### config.mk
export PLATFORM = sky130hd
export DESIGN_NAME = sacc_datapath
export DESIGN_NICKNAME = d
export VERILOG_FILES = /design/src/rtl/sacc_datapath.sv
export SDC_FILE = /design/constraint.sdc
export NUM_CORES = 1
export LEC_CHECK = 0
export BUFFER_PORTS_ARGS = -buffer_cell sky130_fd_sc_hd__buf_4
export CAP_MARGIN = 20
export CORE_UTILIZATION = 56
export CTS_BUF_LIST = sky130_fd_sc_hd__clkbuf_4 sky130_fd_sc_hd__clkbuf_8
export DETAILED_ROUTE_END_ITERATION = 8
export GPL_ROUTABILITY_DRIVEN = 0
export PLACE_DENSITY = 0.77
export SLEW_MARGIN = 30
export SYNTH_ARGS = -nofsm -noshare
export SYNTH_HDL_FRONTEND = slang
export SYNTH_SLANG_ARGS = --single-unit
### constraint.sdc
create_clock -name CLK -period 2.7 [get_ports CLK]
set_input_delay 0.405 -clock CLK [delete_from_list [all_inputs] [get_ports CLK]]
set_output_delay 0.405 -clock CLK [all_outputs]
set_load 0.02 [all_outputs]
### src/rtl/sacc_datapath.sv
// sacc_datapath: single-accumulator datapath with an NREG-entry register file.
// Every instruction walks IDLE -> READ -> EXEC -> WRITE -> IDLE, one state per
// cycle; Done pulses in the IDLE cycle that follows WRITE.
// Optional feature macro: SACC_SAT_EN (saturating ADDA/SUBA on signed overflow).
// Handshake: Ready is high exactly in IDLE; a Start seen high at a rising edge
// while Ready is high is accepted and IRData is captured on that edge; Start in
// any other state is ignored.
module sacc_datapath #(
    parameter int WIDTH = 16,
    parameter int NREG  = 8
) (
    input  logic             CLK,
    input  logic             Reset,
    input  logic             Start,
    input  logic [WIDTH-1:0] IRData,
    output logic             Ready,
    output logic             Done,
    output logic [WIDTH-1:0] AccOut,
    output logic [WIDTH-1:0] BOut,
    output logic [WIDTH-1:0] COut,
    output logic             Ovf
);
    localparam int ADDR = $clog2(NREG);

    localparam logic [3:0] OP_SACC = 4'hF;
    localparam logic [3:0] OP_LACC = 4'hE;
    localparam logic [3:0] OP_ADDA = 4'hD;
    localparam logic [3:0] OP_SUBA = 4'hC;
    localparam logic [3:0] OP_LIMM = 4'hB;

    typedef enum logic [1:0] {
        S_IDLE  = 2'd0,
        S_READ  = 2'd1,
        S_EXEC  = 2'd2,
        S_WRITE = 2'd3
    } state_t;

    state_t           state_q, state_d;
    logic [WIDTH-1:0] ir_q, ir_d;
    logic [WIDTH-1:0] acc_q, acc_d;
    logic [WIDTH-1:0] bout_q, bout_d;
    logic [WIDTH-1:0] cout_q, cout_d;
    logic             ovf_q, ovf_d;
    logic             ovf_pend_q, ovf_pend_d;   // overflow computed in EXEC, committed in WRITE
    logic             done_q, done_d;
    logic [WIDTH-1:0] rf_q [NREG];
    logic [WIDTH-1:0] rf_d [NREG];

    // Instruction fields, always taken from the captured IR
    logic [3:0]       opcode;
    logic [ADDR-1:0]  reg_idx;
    logic [WIDTH-1:0] imm_ext;
    assign opcode  = ir_q[WIDTH-1 -: 4];
    assign reg_idx = ir_q[WIDTH-5 -: ADDR];
    assign imm_ext = {4'h0, ir_q[WIDTH-5:0]};

    // Modulo arithmetic on Acc and the latched operand, with signed overflow
    logic [WIDTH-1:0] sum, diff, add_res, sub_res;
    logic             add_ovf, sub_ovf;
    assign sum     = acc_q + bout_q;
    assign diff    = acc_q - bout_q;
    assign add_ovf = (acc_q[WIDTH-1] == bout_q[WIDTH-1]) && (sum[WIDTH-1]  != acc_q[WIDTH-1]);
    assign sub_ovf = (acc_q[WIDTH-1] != bout_q[WIDTH-1]) && (diff[WIDTH-1] != acc_q[WIDTH-1]);

`ifdef SACC_SAT_EN
    // On overflow the true result lies beyond the limit on the side of Acc's sign
    logic [WIDTH-1:0] sat_val;
    assign sat_val = acc_q[WIDTH-1] ? {1'b1, {(WIDTH-1){1'b0}}} : {1'b0, {(WIDTH-1){1'b1}}};
    assign add_res = add_ovf ? sat_val : sum;
    assign sub_res = sub_ovf ? sat_val : diff;
`else
    assign add_res = sum;
    assign sub_res = diff;
`endif

    // Next-state and datapath update for the four-phase instruction sequence
    always_comb begin
        state_d    = state_q;
        ir_d       = ir_q;
        acc_d      = acc_q;
        bout_d     = bout_q;
        cout_d     = cout_q;
        ovf_d      = ovf_q;
        ovf_pend_d = ovf_pend_q;
        done_d     = 1'b0;
        rf_d       = rf_q;
        case (state_q)
            S_IDLE: begin
                if (Start) begin
                    ir_d    = IRData;
                    state_d = S_READ;
                end
            end
            S_READ: begin
                bout_d  = rf_q[reg_idx];
                state_d = S_EXEC;
            end
            S_EXEC: begin
                case (opcode)
                    OP_SACC: cout_d = acc_q;
                    OP_LACC: cout_d = bout_q;
                    OP_ADDA: begin
                        cout_d     = add_res;
                        ovf_pend_d = add_ovf;
                    end
                    OP_SUBA: begin
                        cout_d     = sub_res;
                        ovf_pend_d = sub_ovf;
                    end
                    OP_LIMM: cout_d = imm_ext;
                    default: ;
                endcase
                state_d = S_WRITE;
            end
            S_WRITE: begin
                case (opcode)
                    OP_SACC: rf_d[reg_idx] = cout_q;
                    OP_LACC, OP_LIMM: acc_d = cout_q;
                    OP_ADDA, OP_SUBA: begin
                        acc_d = cout_q;
                        ovf_d = ovf_pend_q;
                    end
                    default: ;
                endcase
                done_d  = 1'b1;
                state_d = S_IDLE;
            end
            default: state_d = S_IDLE;
        endcase
    end

    // State registers with synchronous reset that aborts any instruction in flight
    always_ff @(posedge CLK) begin
        if (Reset) begin
            state_q    <= S_IDLE;
            ir_q       <= '0;
            acc_q      <= '0;
            bout_q     <= '0;
            cout_q     <= '0;
            ovf_q      <= 1'b0;
            ovf_pend_q <= 1'b0;
            done_q     <= 1'b0;
            for (int i = 0; i < NREG; i++) rf_q[i] <= '0;
        end else begin
            state_q    <= state_d;
            ir_q       <= ir_d;
            acc_q      <= acc_d;
            bout_q     <= bout_d;
            cout_q     <= cout_d;
            ovf_q      <= ovf_d;
            ovf_pend_q <= ovf_pend_d;
            done_q     <= done_d;
            for (int i = 0; i < NREG; i++) rf_q[i] <= rf_d[i];
        end
    end

    assign Ready  = (state_q == S_IDLE);
    assign Done   = done_q;
    assign AccOut = acc_q;
    assign BOut   = bout_q;
    assign COut   = cout_q;
    assign Ovf    = ovf_q;
endmodule

==> results of run 1 <==
worst paths after layout:
check                           depth (start not counted)               endpoint  slack, ns
worst min-delay path                                    3   ir_q[1]$_SDFFE_PP0P_       0.16
worst max register to register                         11  COut[10]$_SDFFE_PP0P_       0.10
worst min register to register                          2  rf_q[22]$_SDFFE_PP0P_       0.46
worst max-delay path                                   11  COut[10]$_SDFFE_PP0P_       0.10
final cells by class:
type | count | area (um^2)
Fill cell | 1423 | 6110
Multi-Input combinational cell | 854 | 5580
Sequential cell | 197 | 3950
Timing Repair Buffer | 130 | 980
Clock buffer | 24 | 305
Tap cell | 225 | 282
Inverter | 32 | 120
Clock inverter | 8 | 88.8
flip-flops by register name, summed over array words and instances, names as in the netlist:
name and flops:
Done 1, COut 16, Ovf 1, ir_q 16, AccOut 16, BOut 16
rf_q 128, ovf_pend_q 1, state_q 2
metrics by stage:
stage,cells,util
after CTS,1470,0.647
final,1470,0.649
after detailed placement,1438,0.624
after global placement,1438,0.624
after floorplan,1183,-
after global routing,1470,0.649
cells in the final DEF (no fill, tap or decap), types with 3 or more instances in the layout:
cell / n
a311oi_1: 16
a221o_1: 10
clkbuf_8: 20
xnor2_1: 16
nand3_1: 12
o21ai_0: 24
o211ai_1: 6
a222oi_1: 3
a221oi_1: 10
and2_1: 6
mux4_2: 32
o22ai_1: 5
mux2i_1: 68
or3_1: 4
a211oi_1: 3
nor3_1: 15
nand2_1: 243
a31oi_1: 3
dfxtp_1: 195
buf_4: 129
nor2b_1: 7
nand2b_1: 6
nor4_1: 7
ha_1: 32
clkbuf_4: 4
a21oi_1: 123
nor3b_2: 3
o31ai_1: 5
inv_1: 32
nor3b_1: 5
nand3b_1: 4
nor2_1: 132
xor2_1: 3
layer usage:
metal  vias to the layer above  part of all wire  track usage
met2                       406              0.47        0.515
met3                        82             0.082       0.0556
met5                         -                 0            0
li1                       4198                 -            -
met4                         0             0.035        0.134
met1                      4329              0.41        0.396
synth_stat cells, types with 4 or more instances:
cell type,instances
a211oi_1,4
a21oi_1,124
a221o_1,10
a221oi_1,11
a311oi_1,16
and2_1,6
buf_2,23
clkbuf_1,69
dfxtp_1,197
ha_1,34
inv_1,32
mux2i_1,68
mux4_2,32
nand2_1,243
nand2b_1,6
nand3_1,12
nand3b_1,4
nor2_1,132
nor2b_1,8
nor3_1,15
nor3b_1,7
nor4_1,7
o211ai_1,6
o21ai_0,26
o22ai_1,5
o31ai_1,5
or3_1,4
xnor2_1,16
power groups by stage:
| stage | combinational, mW | clock (mW) | sequential (mW) |
|---|---|---|---|
| finish | 2.71 | 1.90 | 3.27 |
| global route | 2.91 | 2.03 | 3.29 |
| CTS | 2.62 | 1.92 | 3.26 |
| detailed placement | 2.58 | 0 | 3.33 |
| global placement | 2.55 | 0 | 3.32 |
| floorplan | 1.73 | 0 | 3.38 |
critical path: stages (launching register included):
cell	delay (ns)
dfxtp_1	0.36
ha_1	0.18
inv_1	0.06
fa_1	0.40
o21bai_2	0.18
a2111oi_0	0.13
buf_4	0.16
or2_1	0.25
a2111oi_2	0.32
o21ai_1	0.17
xnor2_1	0.17
o22ai_1	0.09
logic make-up after synthesis:
logic type	Yosys count
AO/OA/AOI/OAI	236
XOR/XNOR	19
adder cells (fa/ha/maj)	36
buffers and inverters	132
flip-flops	197
multiplexers	100
AND/OR/NAND/NOR	463
timing repair:
action                                  CTS  global route
buffers inserted                          0             0
gates resized for setup                   2            12
pin swaps                                 0             7
endpoints found under the setup margin    2             4
==> key figures, run 1 <==
Status
  • Status: completed

Route
  • Antenna Violating Nets Remaining: 0
  • DR pass1 iterations: 6
  • Detailed-route via count: 9015
  • DRC viols: 0
  • Initial drt markers: 914
  • Vias per cell: 6.13
  • Total routed wirelength: 27800 um
  • DR WL/cell: 18.9 um

Power
  • Psw: 2.89 mW
  • Switching Share: 0.366
  • Tot Pwr: 7.88 mW
  • Power Density: 697 nW/um^2
  • Int Power: 4.99 mW
  • Clock share of power: 0.242
  • VDD IR max: 0.000482 V
  • Flop pwr share: 0.415
  • Combinational power share: 0.344
  • Leak pwr: 4.32 nW

Floorplanning
  • Core area: 17400 um^2
  • Die X: 136 um
  • Die area: 18500 um^2
  • I/O pin cnt: 70
  • Standard-cell rows: 48
  • Initial Util: 0.576
  • Die H: 136 um

Synthesis
  • Largest family of logic cells by synthesized area: simple AND/OR/NAND/NOR gates
  • Avg Inst Size Synth: 8.48 um^2
  • Post-synth cell types: 69
  • Gate Count Post-Synth: 1183
  • Mapped Nets: 1238
  • Top_reg_cell synth: dfxtp_1
  • Synth area leader: dfxtp_1
  • Mapped Area: 10000 um^2
  • Synth warnings: 0
  • Post-Synth Simple-Gate Area: 0.198
  • Post-synthesis sequential area ratio: 0.393
  • Xor/xnor share of the synthesized area: 0.0166
  • Ys async rst share: 0
  • Synth top area share: 0.393
  • Synthesis-stage register bit count: 197
  • Post-synthesis mux area share: 0.140
  • EDFF count, synth: 0
  • Synth Area in Adders: 0.0464
  • Main area contributors after synthesis: dfxtp_1, nand2_1, mux4_2, mux2i_1, a21oi_1
  • Compound-gate portion of the synthesized area: 0.151

Critical path
  • CP Launch Type: register
  • WS Path Type: register to register
  • Data required, critical path: 3.04 ns
  • Critical path data arrival time: 2.93 ns
  • Start of the worst register-to-register path: AccOut[0]$_SDFFE_PP0P_
  • Critical Path Fanout Max: 3
  • Worst setup EP type: register
  • Critical path origin: AccOut[0]$_SDFFE_PP0P_

STA
  • Min Clock Period, post-route: 2.60 ns
  • Worst hold slack: 0.161 ns
  • Pins Over Slew Limit: 0
  • Period utilization: 0.961
  • Setup-failing EPs final: 0
  • Setup Skew: 0.0153 ns
  • Worst setup margin: 0.104 ns
  • Fmax achieved: 0.385 GHz
  • Worst slew pin tran: 0.762 ns
  • Fin Setup TNS: 0 ns
  • Final Hold Fails: 0
  • Relative slew slack: 0.492

Global routing
  • Vias in the first global route: 8384
  • Largest net degree at the start of global routing: 72
  • Total GRT Usage: 0.311
  • Initial antenna violation count: 0
  • Total gr overflow: 0
  • First-pass GRT wire length: 44200 um

Hold path
  • Hold Path Origin: IRData[1]
  • HP Class: input port to register

Finish
  • Nets: 1287
  • Area growth from synthesis to layout: 12.7%
  • Final Instance Area: 11300 um^2
  • # diodes: 0
  • Share of cells above drive strength 1: 0.178

Clocking
  • H-tree depth: 4
  • CTS hold repair buffers: 0
  • CTS root buf: clkbuf_8
  • Reg clk slew, reported paths: 0.11 ns
  • CTS tree: done
  • CTS buffer count: 17
  • CTS Sinks: 197
  • Clk_lat worst skew: 0.48 ns
  • Clock Path Buffers: 2

Job
  • MaxCap Viol Count: 0

Placement
  • DP Wirelength: 19800 um
  • I/O Buffers: 69
  • Pre-CTS setup slack: 0.0134 ns
  • Placed cell area: 10900 um^2
(Power assumes the default switching activity.)
==> inputs of run 2 (changes only) <==
--- a/config.mk
+++ b/config.mk
@@ -12,6 +12,7 @@
 export DETAILED_ROUTE_END_ITERATION = 8
 export GPL_ROUTABILITY_DRIVEN = 0
 export PLACE_DENSITY = 0.77
+export RECOVER_POWER = 100
 export SLEW_MARGIN = 30
 export SYNTH_ARGS = -nofsm -noshare
 export SYNTH_HDL_FRONTEND = slang
==> key figures, run 2 (synthesized netlist as in run 1, its figures left out) <==
Placement
  • DP Wirelength: 19800 um (unchanged)
  • Placed Cells: 1438 (unchanged)
  • I/O Buffers: 69 (unchanged)

Clocking
  • CTS hold repair buffers: 0 (unchanged)
  • Clk_lat worst skew: 0.48 ns (about the same)
  • CTS tree: done
  • CTS buffer count: 17 (unchanged)
  • CTS root buf: clkbuf_8
  • CTS Sinks: 197 (unchanged)
  • H-tree depth: 4 (unchanged)
  • Reg clk slew, reported paths: 0.10 ns (about the same)
  • Clock Path Buffers: 2 (unchanged)

Finish
  • Fillers: 1503 (+5.6%)
  • Max reg flops: 128 (unchanged)
  • Commonest cells after routing, fill and taps aside: nand2_1, dfxtp_1, nor2_1
  • Commonest non-fill, non-tap cell in the layout: nand2_1
  • Nets: 1287 (unchanged)
  • Area growth from synthesis to layout: 10.1%
  • Non-filler cells in the finished layout: 1470 (unchanged)
  • # diodes: 0 (unchanged)
  • Largest Register: rf_q
  • Area of the multi-input gates: 5550 um^2 (-0.54%)
  • Seq. cell area: 3950 um^2 (about the same)
  • Share of cells above drive strength 1: 0.128 (-0.0498)

Route
  • Wl on met1: 11200 um (-1.9%)
  • DR WL/cell: 19.0 um (+0.32%)
  • Detailed-route via count: 9007 (-0.089%)
  • Initial drt markers: 896 (-2.0%)
  • Vias per cell: 6.13 (about the same)
  • Top Metal Used: met4
  • DRC viols: 0 (unchanged)
  • Antenna Violating Nets Remaining: 0 (unchanged)
  • Total routed wirelength: 27900 um (+0.32%)
  • Routed wl met3: 2490 um (+9.2%)
  • DR pass1 iterations: 6 (unchanged)
  • Routed met2 length: 13300 um (+0.51%)

Floorplanning
  • Die X: 136 um (unchanged)
  • Die area: 18500 um^2 (unchanged)
  • Initial Util: 0.576 (unchanged)
  • I/O pin cnt: 70 (unchanged)
  • Die H: 136 um (unchanged)
  • Core area: 17400 um^2 (unchanged)
  • Standard-cell rows: 48 (unchanged)

Global routing
  • Vias in the first global route: 8384 (unchanged)
  • First-pass GRT wire length: 44200 um (unchanged)
  • Total gr overflow: 0 (unchanged)
  • Initial antenna violation count: 0 (unchanged)
  • Largest net degree at the start of global routing: 72 (unchanged)
  • Total GRT Usage: 0.311 (unchanged)

Critical path
  • Critical path data arrival time: 2.93 ns (about the same)
  • CP Launch Type: register
  • Worst Path Buf+Inv: 2 (unchanged)
  • Largest delay contributor family on the critical path: compound AO/OA/AOI/OAI gates
  • Worst path slowest cell: fa_1
  • WS Path Type: register to register
  • Worst setup EP type: register
  • CP Cell Sequence: ha_1 > inv_1 > fa_1 > o21bai_2 > a2111oi_0 > buf_4 > or2_1 > a2111oi_2 > o21ai_1 > xnor2_1 > o22ai_1
  • CP max stage delay: 0.40 ns (about the same)
  • Critical Path Fanout Max: 3 (unchanged)
  • Data required, critical path: 3.03 ns (about the same)

STA
  • Setup Skew: 0.0141 ns (-0.00115 ns)
  • Fmax achieved: 0.385 GHz (about the same)
  • Min Clock Period, post-route: 2.60 ns (+0.000830 ns)
  • Setup-failing EPs final: 0 (unchanged)
  • Pins Over Slew Limit: 0 (unchanged)
  • Worst hold slack: 0.163 ns (+0.00167 ns)
  • Period utilization: 0.962 (about the same)
  • Worst slew pin tran: 0.734 ns (-0.0281 ns)
  • Final Hold Fails: 0 (unchanged)
  • Relative slew slack: 0.511 (+0.0187)

Power
  • Leak pwr: 4.06 nW (-6.1%)
  • VDD IR max: 0.000479 V (-0.59%)
  • Power Density: 705 nW/um^2 (+1.1%)

Status
  • Status: completed

Job
  • MaxCap Viol Count: 0 (unchanged)

Hold path
  • HP Class: input port to register
run 2: through the flow:
stage	utilization	total power [mW]	area, um^2	worst slack [ns]	TNS (ns)
2_1_floorplan	-	5.11	10000	0.232	0
3_3_place_gp	0.624	5.88	10900	0.0821	0
3_5_place_dp	0.624	5.91	10900	0.0134	0
4_1_cts	0.647	7.80	11300	0.0637	0
5_1_grt	0.634	8.12	11000	-0.0385	-0.0385
6_report	0.634	7.78	11000	0.104	0
run 2: worst register-to-register path: cells and delay by family (launching register included):
kind | cells | cell delay (ns)
AO/OA/AOI/OAI | 5 | 0.89
XOR/XNOR | 1 | 0.17
adder cells (fa/ha/maj) | 2 | 0.58
buffers and inverters | 2 | 0.22
flip-flops | 1 | 0.36
AND/OR/NAND/NOR | 1 | 0.25
run 2: power breakdown:
part	switching, mW	total, mW	internal (mW)
combinational	1.64	2.61	0.974
clock	1.04	1.90	0.860
sequential	0.204	3.27	3.06
total	2.88	7.78	4.90
run 2: worst paths after layout:
path	cells after the start	slack, ns	end	startpoint
setup / recovery	11	0.10	COut[10]$_SDFFE_PP0P_	AccOut[0]$_SDFFE_PP0P_
setup reg to reg	11	0.10	COut[10]$_SDFFE_PP0P_	AccOut[0]$_SDFFE_PP0P_
hold reg to reg	2	0.46	rf_q[22]$_SDFFE_PP0P_	rf_q[22]$_SDFFE_PP0P_
hold / removal	3	0.16	ir_q[1]$_SDFFE_PP0P_	IRData[1]
run 2: cell type report:
type                    instances  share of cell area
clock buffers                  24              0.0276
inverters                      32              0.0109
repair buffers                130              0.0676
well taps                     225              0.0255
flip-flops and latches        197               0.357
multi-input cells             854               0.503
clock inverters                 8             0.00805
run 2: what timing repair did:
action	4_1_cts	5_1_grt
buffers inserted	0	0
endpoints found under the setup margin	2	4
pin swaps	0	7
hold endpoints to repair	0	0
resized for setup	2	12
run 2: layer usage:
metal / vias up / GRT usage
met5: - / 0
met4: 0 / 0.134
met3: 85 / 0.0556
met2: 427 / 0.515
met1: 4301 / 0.396
li1: 4194 / -
